--- src/rtl/div_ctrl_pkg.sv ---
// Shared definitions for the divide controller: FSM encoding, result-field
// layout and default operand width.
package div_ctrl_pkg;

  localparam int DATA_W_DEF = 32;

  // result word is {remainder, quotient}: field index times DATA_W gives the LSB
  localparam int QUO_FIELD = 0;
  localparam int REM_FIELD = 1;

  typedef enum logic [1:0] {
    ST_IDLE = 2'd0,
    ST_BUSY = 2'd1,
    ST_DONE = 2'd2
  } div_state_e;

endpackage

--- src/rtl/div_ctrl_if.sv ---
// Pipeline/divider-facing bundle of the divide controller; the slave modport
// is the controller's view, the master modport the surrounding logic's.
interface div_ctrl_if
  import div_ctrl_pkg::*;
#(
  parameter int DATA_W = DATA_W_DEF
);

  logic                  req_i;
  logic                  signed_i;
  logic [DATA_W-1:0]     op1_i;
  logic [DATA_W-1:0]     op2_i;
  logic                  flush_i;
  logic                  pipe_pause_i;
  logic                  pause_req_o;
  logic [2*DATA_W-1:0]   result_o;
  logic                  result_valid_o;
  logic                  div_start_o;
  logic                  div_cancel_o;
  logic                  div_signed_o;
  logic [DATA_W-1:0]     div_op1_o;
  logic [DATA_W-1:0]     div_op2_o;
  logic [2*DATA_W-1:0]   div_result_i;
  logic                  div_done_i;

  modport slave (
    input  req_i, signed_i, op1_i, op2_i, flush_i, pipe_pause_i,
           div_result_i, div_done_i,
    output pause_req_o, result_o, result_valid_o, div_start_o,
           div_cancel_o, div_signed_o, div_op1_o, div_op2_o
  );

  modport master (
    output req_i, signed_i, op1_i, op2_i, flush_i, pipe_pause_i,
           div_result_i, div_done_i,
    input  pause_req_o, result_o, result_valid_o, div_start_o,
           div_cancel_o, div_signed_o, div_op1_o, div_op2_o
  );

endinterface

--- src/rtl/div_result_cache.sv ---
// Single-entry memo of the last divider result, keyed by {op1, op2, signed}.
// Only instantiated when DIV_RESULT_REUSE_EN is defined.
module div_result_cache
  import div_ctrl_pkg::*;
#(
  parameter int DATA_W = DATA_W_DEF
) (
  input  logic                clk,
  input  logic                rst,
  input  logic                wr_en,
  input  logic [DATA_W-1:0]   wr_op1,
  input  logic [DATA_W-1:0]   wr_op2,
  input  logic                wr_signed,
  input  logic [2*DATA_W-1:0] wr_result,
  input  logic [DATA_W-1:0]   lk_op1,
  input  logic [DATA_W-1:0]   lk_op2,
  input  logic                lk_signed,
  output logic                hit,
  output logic [2*DATA_W-1:0] hit_result
);

  logic [DATA_W-1:0]   op1_r;
  logic [DATA_W-1:0]   op2_r;
  logic                signed_r;
  logic [2*DATA_W-1:0] result_r;
  logic                valid_r;

  // Entry storage, overwritten on every divider completion
  always_ff @(posedge clk or posedge rst) begin
    if (rst) begin
      op1_r    <= {DATA_W{1'b0}};
      op2_r    <= {DATA_W{1'b0}};
      signed_r <= 1'b0;
      result_r <= {(2*DATA_W){1'b0}};
      valid_r  <= 1'b0;
    end else if (wr_en) begin
      op1_r    <= wr_op1;
      op2_r    <= wr_op2;
      signed_r <= wr_signed;
      result_r <= wr_result;
      valid_r  <= 1'b1;
    end else begin
      valid_r  <= valid_r;
    end
  end

  assign hit = valid_r && (op1_r == lk_op1) && (op2_r == lk_op2) && (signed_r == lk_signed);
  assign hit_result = result_r;

endmodule

--- src/rtl/div_ctrl.sv ---
// EX-stage divide controller: sequences an external divider, short-cuts
// divide-by-zero, and (with DIV_RESULT_REUSE_EN) reuses the last result.
module div_ctrl
  import div_ctrl_pkg::*;
#(
  parameter int DATA_W = DATA_W_DEF
) (
  input logic       clk,
  input logic       rst,
  div_ctrl_if.slave bus
);

  localparam int RES_W = 2 * DATA_W;

  div_state_e         state_r;
  logic [DATA_W-1:0]  op1_r;
  logic [DATA_W-1:0]  op2_r;
  logic               signed_r;
  logic [RES_W-1:0]   result_r;

  logic               div_zero_s;
  logic               hit_s;
  logic               cache_wr_s;
  logic [RES_W-1:0]   hit_result_s;
  logic [RES_W-1:0]   zero_result_s;

  assign div_zero_s = (bus.op2_i == {DATA_W{1'b0}});
  assign cache_wr_s = (state_r == ST_BUSY) && bus.div_done_i && !bus.flush_i;

  // Divide-by-zero answer: all-ones quotient, dividend as remainder
  always_comb begin
    zero_result_s = {RES_W{1'b0}};
    zero_result_s[QUO_FIELD*DATA_W +: DATA_W] = {DATA_W{1'b1}};
    zero_result_s[REM_FIELD*DATA_W +: DATA_W] = bus.op1_i;
  end

`ifdef DIV_RESULT_REUSE_EN
  div_result_cache #(.DATA_W(DATA_W)) u_cache (
    .clk        (clk),
    .rst        (rst),
    .wr_en      (cache_wr_s),
    .wr_op1     (op1_r),
    .wr_op2     (op2_r),
    .wr_signed  (signed_r),
    .wr_result  (bus.div_result_i),
    .lk_op1     (bus.op1_i),
    .lk_op2     (bus.op2_i),
    .lk_signed  (bus.signed_i),
    .hit        (hit_s),
    .hit_result (hit_result_s)
  );
`else
  assign hit_s        = 1'b0;
  assign hit_result_s = {RES_W{1'b0}};
`endif

  // Control FSM with operand and result registers; flush beats everything
  always_ff @(posedge clk or posedge rst) begin
    if (rst) begin
      state_r  <= ST_IDLE;
      op1_r    <= {DATA_W{1'b0}};
      op2_r    <= {DATA_W{1'b0}};
      signed_r <= 1'b0;
      result_r <= {RES_W{1'b0}};
    end else if (bus.flush_i) begin
      state_r  <= ST_IDLE;
    end else begin
      case (state_r)
        ST_IDLE: begin
          if (bus.req_i) begin
            op1_r    <= bus.op1_i;
            op2_r    <= bus.op2_i;
            signed_r <= bus.signed_i;
            if (div_zero_s) begin
              state_r  <= ST_DONE;
              result_r <= zero_result_s;
            end else if (hit_s) begin
              state_r  <= ST_DONE;
              result_r <= hit_result_s;
            end else begin
              state_r  <= ST_BUSY;
            end
          end else begin
            state_r <= ST_IDLE;
          end
        end
        ST_BUSY: begin
          if (bus.div_done_i) begin
            result_r <= bus.div_result_i;
            state_r  <= ST_DONE;
          end else begin
            state_r  <= ST_BUSY;
          end
        end
        ST_DONE: begin
          if (!bus.pipe_pause_i) begin
            state_r <= ST_IDLE;
          end else begin
            state_r <= ST_DONE;
          end
        end
        default: state_r <= ST_IDLE;
      endcase
    end
  end

  // Stall and start/cancel must react to req/flush in the same cycle
  assign bus.pause_req_o    = !rst && (((state_r == ST_IDLE) && bus.req_i) || (state_r == ST_BUSY));
  assign bus.div_start_o    = (state_r == ST_BUSY) && !bus.flush_i;
  assign bus.div_cancel_o   = (state_r == ST_BUSY) && bus.flush_i;
  assign bus.result_valid_o = (state_r == ST_DONE);
  assign bus.result_o       = result_r;
  assign bus.div_signed_o   = signed_r;
  assign bus.div_op1_o      = op1_r;
  assign bus.div_op2_o      = op2_r;

endmodule
--- src/flat_wrapper.sv ---
// flat-port wrapper written by rule: the top's interface ports become plain ports
module div_ctrl_flat import div_ctrl_pkg::*;
#(
  parameter int DATA_W = DATA_W_DEF
)
  (clk, rst, bus_req_i, bus_signed_i, bus_op1_i, bus_op2_i, bus_flush_i, bus_pipe_pause_i, bus_div_result_i, bus_div_done_i, bus_pause_req_o, bus_result_o, bus_result_valid_o, bus_div_start_o, bus_div_cancel_o, bus_div_signed_o, bus_div_op1_o, bus_div_op2_o);
  div_ctrl_if #(.DATA_W(DATA_W)) bus_i ();
  input logic clk;
  input logic rst;
  input wire logic [$bits(bus_i.req_i)-1:0] bus_req_i;
  input wire logic [$bits(bus_i.signed_i)-1:0] bus_signed_i;
  input wire logic [$bits(bus_i.op1_i)-1:0] bus_op1_i;
  input wire logic [$bits(bus_i.op2_i)-1:0] bus_op2_i;
  input wire logic [$bits(bus_i.flush_i)-1:0] bus_flush_i;
  input wire logic [$bits(bus_i.pipe_pause_i)-1:0] bus_pipe_pause_i;
  input wire logic [$bits(bus_i.div_result_i)-1:0] bus_div_result_i;
  input wire logic [$bits(bus_i.div_done_i)-1:0] bus_div_done_i;
  output wire logic [$bits(bus_i.pause_req_o)-1:0] bus_pause_req_o;
  output wire logic [$bits(bus_i.result_o)-1:0] bus_result_o;
  output wire logic [$bits(bus_i.result_valid_o)-1:0] bus_result_valid_o;
  output wire logic [$bits(bus_i.div_start_o)-1:0] bus_div_start_o;
  output wire logic [$bits(bus_i.div_cancel_o)-1:0] bus_div_cancel_o;
  output wire logic [$bits(bus_i.div_signed_o)-1:0] bus_div_signed_o;
  output wire logic [$bits(bus_i.div_op1_o)-1:0] bus_div_op1_o;
  output wire logic [$bits(bus_i.div_op2_o)-1:0] bus_div_op2_o;
  assign bus_i.req_i = bus_req_i;
  assign bus_i.signed_i = bus_signed_i;
  assign bus_i.op1_i = bus_op1_i;
  assign bus_i.op2_i = bus_op2_i;
  assign bus_i.flush_i = bus_flush_i;
  assign bus_i.pipe_pause_i = bus_pipe_pause_i;
  assign bus_i.div_result_i = bus_div_result_i;
  assign bus_i.div_done_i = bus_div_done_i;
  assign bus_pause_req_o = bus_i.pause_req_o;
  assign bus_result_o = bus_i.result_o;
  assign bus_result_valid_o = bus_i.result_valid_o;
  assign bus_div_start_o = bus_i.div_start_o;
  assign bus_div_cancel_o = bus_i.div_cancel_o;
  assign bus_div_signed_o = bus_i.div_signed_o;
  assign bus_div_op1_o = bus_i.div_op1_o;
  assign bus_div_op2_o = bus_i.div_op2_o;
  div_ctrl #(.DATA_W(DATA_W)) u_core (.clk(clk), .rst(rst), .bus(bus_i));
endmodule
--- config.mk ---
export PLATFORM = sky130hd
export DESIGN_NAME = div_ctrl_flat
export DESIGN_NICKNAME = d
export VERILOG_FILES = /design/src/rtl/div_ctrl_pkg.sv /design/src/rtl/div_ctrl_if.sv /design/src/rtl/div_result_cache.sv /design/src/rtl/div_ctrl.sv /design/src/flat_wrapper.sv
export SDC_FILE = /design/constraint.sdc
export NUM_CORES = 1
export LEC_CHECK = 0
export CORE_ASPECT_RATIO = 0.6
export CORE_UTILIZATION = 43
export CTS_CLUSTER_SIZE = 40
export DETAILED_ROUTE_END_ITERATION = 10
export GPL_TIMING_DRIVEN = 0
export PLACE_DENSITY_LB_ADDON = 0.08
export SYNTH_ARGS = -nofsm -noshare
export SYNTH_HDL_FRONTEND = slang
export SYNTH_SLANG_ARGS = --single-unit
--- constraint.sdc ---
create_clock -name clk -period 5.5 [get_ports clk]
set_input_delay 1.1 -clock clk [delete_from_list [all_inputs] [get_ports clk]]
set_output_delay 1.1 -clock clk [all_outputs]
set_load 0.01 [all_outputs]
# After elaboration in Yosys (flattened, before gate mapping)
# Cells that the tools add are included.
# W data, S select, Z words.
dict set report word_totals {
  mem_bits_rw 0
  wordCells 33
  in_bits 135
  mem_bits_ro 0
  latch_bits 0
  ff_bits 131
  memories 0
}
dict set report op_classes {
  bitwise 1
  addsub 0
  n_lt_le_gt_ge 0
  mul 0
  eq_ne 5
  n_reduce_logical 12
  shifts 0
  muxes 10
  div_mod_pow 0
}
# operator n
set ops {}
lappend ops {{$mux W64} 3}
lappend ops {{$pmux W64 S2} 1}
lappend ops {{$logic_not A32 Y1} 1}
lappend ops {{$mux W2} 5}
lappend ops {{$pmux W2 S3} 1}
lappend ops {{$reduce_and A5 Y1} 1}
lappend ops {{$logic_and A1 B1 Y1} 4}
lappend ops {{$ne A2 B2 Y1 const B} 2}
lappend ops {{$reduce_and A3 Y1} 1}
lappend ops {{$eq A2 B1 Y1 const B} 1}
lappend ops {{$eq A2 B2 Y1 const B} 1}
lappend ops {{$logic_not A1 Y1} 2}
lappend ops {{$logic_not A2 Y1} 1}
lappend ops {{$ne A2 B1 Y1 const B} 1}
lappend ops {{$reduce_bool A2 Y1} 1}
lappend ops {{$logic_or A1 B1 Y1} 1}
lappend ops {{$not A1 Y1} 1}

# Longest topological paths before layout
# Gate-level depths: netlist of run 1.
dict set report depth {
  word_depth 5
  depth_mapped 7
}

# Least setup slack after synthesis of run 1
# OpenSTA, ideal clock, no wires.
dict set report synth_timing {
  kind {input to register}
  startpoint {input port bus_op2_i[18]}
  endpoint {register u_core.result_r[61], in the netlist u_core.bus.result_o[61]}
  arrival_time_ns 2.499
  setup_time_ns 0.126
  slack_ns 2.874
  stages 6
  path_cell_list {nor4_1 -> nand4_2 -> or2_1 -> buf_2 -> buf_6 -> a311o_1}
}
dict set report synth_between {
  elab_chain_cells 3
}
# item line
set synth_lines {}
lappend synth_lines {{from (decl)} flat_wrapper.sv:13} ;# input wire logic [$bits(bus_i.op2_i)-1:0] bus_op2_i;
lappend synth_lines {{$logic_not A32 Y1} div_ctrl.sv:27} ;# assign div_zero_s = (bus.op2_i == {DATA_W{1'b0}});
lappend synth_lines {{$ne A2 B1 Y1 (no line)} n/a}
lappend synth_lines {{$reduce_and A5 Y1 (no line)} n/a}
lappend synth_lines {{to (signal assigned)} div_ctrl.sv:64} ;# result_r <= {RES_W{1'b0}};
lappend synth_lines {{to (signal assigned)} div_ctrl.sv:76} ;# result_r <= zero_result_s;
lappend synth_lines {{to (signal assigned)} div_ctrl.sv:79} ;# result_r <= hit_result_s;
lappend synth_lines {{to (decl)} div_ctrl.sv:19} ;# logic [RES_W-1:0] result_r;
# Every way passes these cells.
# A chain may end at the register's enable or synchronous reset.

# Final worst setup path of run 1
dict set report layout_timing {
  startpoint {input port bus_req_i}
  endpoint {output port bus_pause_req_o}
}
dict set report layout_between {
  elab_chain_cells 3
}
# item line
set layout_lines {}
lappend layout_lines {{from (decl)} flat_wrapper.sv:10} ;# input wire logic [$bits(bus_i.req_i)-1:0] bus_req_i;
lappend layout_lines {{$logic_and A1 B1 Y1} div_ctrl.sv:108} ;# assign bus.pause_req_o = !rst && (((state_r == ST_IDLE) && bus.req_i) || (state_r == ST_BUSY));
lappend layout_lines {{$logic_or A1 B1 Y1} div_ctrl.sv:108}
lappend layout_lines {{$logic_and A1 B1 Y1} div_ctrl.sv:108}
lappend layout_lines {{to (decl)} flat_wrapper.sv:18} ;# output wire logic [$bits(bus_i.pause_req_o)-1:0] bus_pause_req_o;
# Every way passes these cells.

==> run summary, run 1 <==
Final Util = 70.4%
post-cts hold buffer count = 0
Mean Syn Cell Area = 12.2 sq um
Ys Warns = 0
max-slew violation count = 0
syn nets = 641
Die Wd = 157 microns
fmax = 0.274 GHz
Synth Instances = 506
Layout area overhead = 57.8%
crit path from = bus_req_i
n_diodes = 0
PwrDens = 341 mW/mm^2
R2R Setup Slk = 3.15 ns
final setup vio count = 0
endpoint class of the critical path = primary output
post-synthesis mux area share = 17.2%
Worst Hold Class = reg2reg
synth unique cells = 34
Worst-Margin Slew = 0.607 ns
maxcap violations = 0
# IOs = 268
Setup CP Type = in2out
dpl cell area = 0.00911 sq mm
routed vias/inst = 5.60
CTS Root Cell = clkbuf_16
crit start category = input pin
CTS Buf Count = 17
global route overflow = 0
DP Wirelength = 14200 microns
DRC viols = 0
fraction of synthesized cell area in xor and xnor cells = 0%
CORE AREA = 0.0138 sq mm
vias = 5578
routed len/inst = 19.2 microns
setup skew after layout = 0.00897 ns
initial antenna violation count = 0
share of layout cells above drive strength 1 = 9.33%
gp weighted congestion = 0.829
RR Endpoint = u_core.bus.div_op1_o[10]
status = finished clean
Final Hold Fails = 0
first-pass GRT wire length = 29800 microns
worst rel slew slack = 59.5%
H-tree depth = 4
RSZ-0062 raised after global routing = no
Antenna Nets Post-Route = 0
input/output buffers = 267
GRT Util Overall = 26.4%
clk_lat worst skew = 0.41 ns
Leak Pwr = 0.00387 uW
Synth Register Bits = 131
starting DRC count in detailed routing = 456
adder-cell share of the synthesized area = 0%
Die Area = 0.0148 sq mm
Clock Pin Slew Worst Setup and Hold Paths = 0.05 ns
final cell count without fillers = 996
Initial Utilization = 44.6%
post-synthesis cell area = 0.00617 sq mm
post-route cell area = 0.00974 sq mm
TritonCTS clock tree = done
final worst-path cycle share = 66.5%
vias in the first global route = 5535
Tmin final = 3.66 ns
peak supply drop = 0.210 mV
Arrival @ worst endpoint = 2.56 ns
Post-CTS Resized = 0
Worst Path Required = 4.40 ns
Worst R2R Start = u_core.state_r[1]
cells on worst reg2reg path = 7
Synth Area in Simple Gates = 7.52%
Routed WL = 19100 microns
CTS Sinks = 131
register area share after synthesis = 53.1%
die height = 94.8 microns
# Post-CTS Setup Buffers = 0
largest net degree at the start of global routing = 68
critical path fanouts, max = 4
TritonRoute pass-1 iters = 5
Worst Setup EP = bus_pause_req_o
row count = 33
placed cells = 966
nets@finish = 928
Max Buffers Root-to-Sink = 2
largest family of logic cells by synthesized area = compound AO/OA/AOI/OAI gates
Synth Area in Compound Gates = 18.0%
setup_tns = 0 ns
worst min path at each step:
stage                                        start                  endpoint  slack [ns]  cells past startpoint
after global placement     u_core.bus.div_op1_o[6]   u_core.bus.div_op1_o[6]        0.47                      1
after floorplan           u_core.bus.div_op1_o[10]  u_core.bus.div_op1_o[10]        0.53                      1
after global routing      u_core.bus.div_op2_o[11]  u_core.bus.div_op2_o[11]        0.51                      1
after detailed placement  u_core.bus.div_op2_o[20]  u_core.bus.div_op2_o[20]        0.47                      1
after CTS                 u_core.bus.div_op1_o[21]  u_core.bus.div_op1_o[21]        0.49                      1
final                     u_core.bus.div_op1_o[21]  u_core.bus.div_op1_o[21]        0.48                      1
cells in the final DEF, fill, tap and decap left out, types with 2 or more instances in the layout:
cell / n
clkbuf_16: 17
buf_6: 3
a2bb2oi_1: 32
bufinv_16: 4
o2bb2ai_1: 32
nor4_1: 39
nor2_1: 4
buf_4: 5
o21ai_0: 32
buf_2: 11
a311o_1: 32
mux2i_1: 32
clkinvlp_4: 3
inv_6: 2
nand2_1: 35
clkbuf_1: 28
mux2_1: 45
clkinv_4: 3
dfrtp_1: 131
clkdlybuf4s50_1: 267
nor2b_1: 2
mux2_2: 21
a221oi_1: 2
inv_1: 3
kinds of logic (layout without fill, tap and decap cells):
| kind of cell | count (synthesis) | in the layout |
|---|---|---|
| compound gates | 137 | 137 |
| mux | 98 | 98 |
| flops | 131 | 131 |
| simple gates | 88 | 88 |
| buf+inv | 52 | 350 |
sequential cells by signal (all words and copies together) (netlist names):
name,cells
u_core.bus.div_signed_o,1
u_core.bus.result_o,64
u_core.bus.div_op2_o,32
u_core.bus.div_op1_o,32
u_core.state_r,2
per-layer routing:
metal	share of wire, %	up-vias	GRT usage [%]
met5	0	-	0
met4	1.7	0	8.74
met3	8.6	27	8.54
met2	46	261	40.4
met1	44	2743	35.4
li1	-	2547	-
cell usage after synthesis:
cell	number	area share, %
nand3_1	1	0.081
nor4_2	1	0.20
buf_4	5	0.61
a211oi_1	1	0.12
nand4_2	1	0.20
a221oi_1	2	0.28
buf_6	3	0.55
nand2b_1	1	0.10
nor2_1	4	0.24
inv_1	4	0.24
o21bai_1	1	0.12
or2_1	1	0.10
nor4_1	39	4.0
buf_2	11	0.89
a2bb2oi_1	32	4.5
nand2_1	35	2.1
o211ai_1	1	0.12
a21boi_1	1	0.12
o21ai_0	32	2.6
a22oi_1	1	0.12
o31ai_2	1	0.20
nand4_1	1	0.10
nor2b_1	2	0.20
mux2_2	21	3.8
dfrtp_1	131	53
or3_1	1	0.10
o2bb2ai_1	32	4.5
and2_1	1	0.10
mux2_1	45	8.2
o21ai_1	1	0.081
buf_1	1	0.061
mux2i_1	32	5.2
clkbuf_1	28	1.7
a311o_1	32	5.2
worst max-delay path, cell delays in order:
cell and delay (ns):
clkdlybuf4s50_1 0.52, inv_1 0.09, a211oi_1 0.23, clkdlybuf4s50_1 0.61
power by group:
part / switching, uW / internal, uW
logic: 363 / 537
clock network: 426 / 768
registers: 102 / 1130
total: 892 / 2430
final cells by class:
cell class	instances	area, sq um
clock inverters	12	183
inverters	4	20.0
clock buffers	18	439
flip-flops and latches	131	3280
well taps	192	240
fillers	998	4100
multi-input cells	323	2640
plain buffers	48	235
repair buffers	268	2700
stage by stage:
stage          power [uW]  hold slack [ns]  setup WS [ns]
6_report             3320            0.481           1.84
3_5_place_dp         2150            0.474           1.81
4_1_cts              3350            0.486           1.82
2_1_floorplan        1610            0.529          0.902
5_1_grt              3470            0.505           1.76
3_3_place_gp         2110            0.466          -1.01
(Power assumes the default switching activity.)
==> inputs of run 2 (changes only) <==
clock period = 3.7 ns   (was 5.5 ns; I/O delays follow)
==> run summary, run 2 (synthesis results as in run 1) <==
status = finished clean (unchanged)
CTS Sinks = 131 (unchanged)
global route overflow = 0 (unchanged)
Layout area overhead = 58.6% (was 57.8%)
# IOs = 268 (unchanged)
setup skew after layout = 0.00783 ns (was 0.00897 ns)
met1 usage = 34.7% (was 35.4%)
n_diodes = 0 (unchanged)
Post-CTS Resized = 0 (unchanged)
routed vias/inst = 5.53 (was 5.60)
Worst-Margin Slew = 0.686 ns (was 0.607 ns)
DP Wirelength = 14200 microns (about the same)
nets@finish = 930 (was 928)
CTS Root Cell = clkbuf_16 (unchanged)
fmax = 0.326 GHz
Leak Pwr = 0.00389 uW (was 0.00387 uW)
initial antenna violation count = 0 (unchanged)
commonest non-fill, non-tap cells in the layout = clkdlybuf4s50_1 (267), dfrtp_1 (131), mux2_1 (45) (unchanged)
RSZ-0062 raised after global routing = no (unchanged)
met3 GRT Util = 8.44% (was 8.54%)
PwrDens = 512 mW/mm^2 (was 341 mW/mm^2)
Worst Hold Class = reg2reg (unchanged)
clk_lat worst skew = 0.41 ns (about the same)
endpoint class of the critical path = primary output (unchanged)
vias = 5520 (was 5578)
vias in the first global route = 5526 (was 5535)
Routed WL = 19400 microns (was 19100 microns)
largest net degree at the start of global routing = 44 (was 68)
Die Area = 0.0148 sq mm (unchanged)
first-pass GRT wire length = 29900 microns (was 29800 microns)
Arrival @ worst endpoint = 2.33 ns (was 2.56 ns)
Global Route met2 Usage = 42.2% (was 40.4%)
Initial Utilization = 44.6% (unchanged)
worst rel slew slack = 54.2% (was 59.5%)
Max Buffers Root-to-Sink = 2 (unchanged)
# Post-CTS Setup Buffers = 0 (unchanged)
Tmin final = 3.07 ns
crit start category = flop (was input pin)
Final Hold Fails = 0 (unchanged)
H-tree depth = 4 (unchanged)
TritonCTS clock tree = done (unchanged)
die height = 94.8 microns (unchanged)
Worst Path Required = 2.96 ns (was 4.40 ns)
row count = 33 (unchanged)
CTS Buf Count = 17 (unchanged)
critical path fanouts, max = 10 (was 4)
hold_ws = 0.485 ns (was 0.481 ns)
input/output buffers = 267 (unchanged)
GRT Util Overall = 26.4% (about the same)
post-cts hold buffer count = 0 (unchanged)
DRC viols = 0 (unchanged)
setup_tns = 0 ns (unchanged)
peak supply drop = 0.323 mV (was 0.210 mV)
commonest non-fill, non-tap cell in the layout = clkdlybuf4s50_1 (unchanged)
Antenna Nets Post-Route = 0 (unchanged)
Clock Pin Slew Worst Setup and Hold Paths = 0.06 ns (was 0.05 ns)
Die Wd = 157 microns (unchanged)
share of layout cells above drive strength 1 = 9.42% (was 9.33%)
CORE AREA = 0.0138 sq mm (unchanged)
max-slew violation count = 0 (unchanged)
gp weighted congestion = 0.752 (was 0.829)
Setup CP Type = reg2out (was in2out)
maxcap violations = 0 (unchanged)
max reg flops = 64 (unchanged)
routed len/inst = 19.4 microns (was 19.2 microns)
final setup vio count = 0 (unchanged)
R2R Setup Slk = 1.33 ns (was 3.15 ns)
GR peak layer = met2 (unchanged)
TritonRoute pass-1 iters = 4 (was 5)
starting DRC count in detailed routing = 259 (was 456)
final worst-path cycle share = 83.0%
-- run 2: changes by cell type in the layout (fill, tap and decap cells not counted), sizes merged --
cell	change
bufinv	+1
clkinv	-1
buf	+2
clkbuf	+1
-- run 2: path summary, 6_finish.rpt --
check,start,end,cells after the start
worst max-delay path,u_core.state_r[1],bus_div_start_o,6
worst min-delay path,u_core.bus.div_op1_o[10],u_core.bus.div_op1_o[10],1
worst max register to register,u_core.state_r[1],u_core.bus.result_o[47],7
worst min register to register,u_core.bus.div_op1_o[10],u_core.bus.div_op1_o[10],1
max in group asynchronous,rst,u_core.bus.div_op2_o[2],3
min in group asynchronous,rst,u_core.bus.result_o[36],2
-- run 2: per-stage QoR --
stage	utilization, %	instances	worst slack (ns)	cell area [sq um]	power (uW)
after floorplan	-	506	1.34	6170	2390
after global placement	65.7	965	0.148	9090	3140
after detailed placement	66.1	968	0.344	9150	3190
after CTS	70.7	999	0.636	9780	5040
after global routing	70.7	999	0.455	9780	5230
final	70.7	999	0.629	9780	5010
-- run 2: cell type report --
cell class	instances	area, sq um
clock inverter	12	205
fill	973	4050
clock buffer	19	433
buffer	48	235
multi-input combinational	323	2640
sequential	131	3280
tap	192	240
inverter	4	18.8
timing repair buffer	270	2730
-- run 2: routing by layer --
metal | up-vias | routed length, microns | share of wire [%]
met5 | - | 0 | 0
met4 | 0 | 218 | 1.1
met3 | 22 | 1510 | 7.8
met2 | 214 | 9260 | 48
met1 | 2738 | 8400 | 43
li1 | 2546 | - | -
-- run 2: critical path, stage by stage, from the launching register on --
cell and delay, ns:
dfrtp_1 0.33, clkbuf_1 0.25, nand2b_1 0.14, buf_2 0.28
clkbuf_1 0.36, nor2_1 0.07, clkdlybuf4s50_1 0.48
-- run 2: power breakdown --
part           leakage (uW)  total [uW]  switching (uW)  internal [uW]
sequential          0.00151        1830             152           1680
combinational       0.00207        1340             544            801
clock              0.000304        1840             642           1200
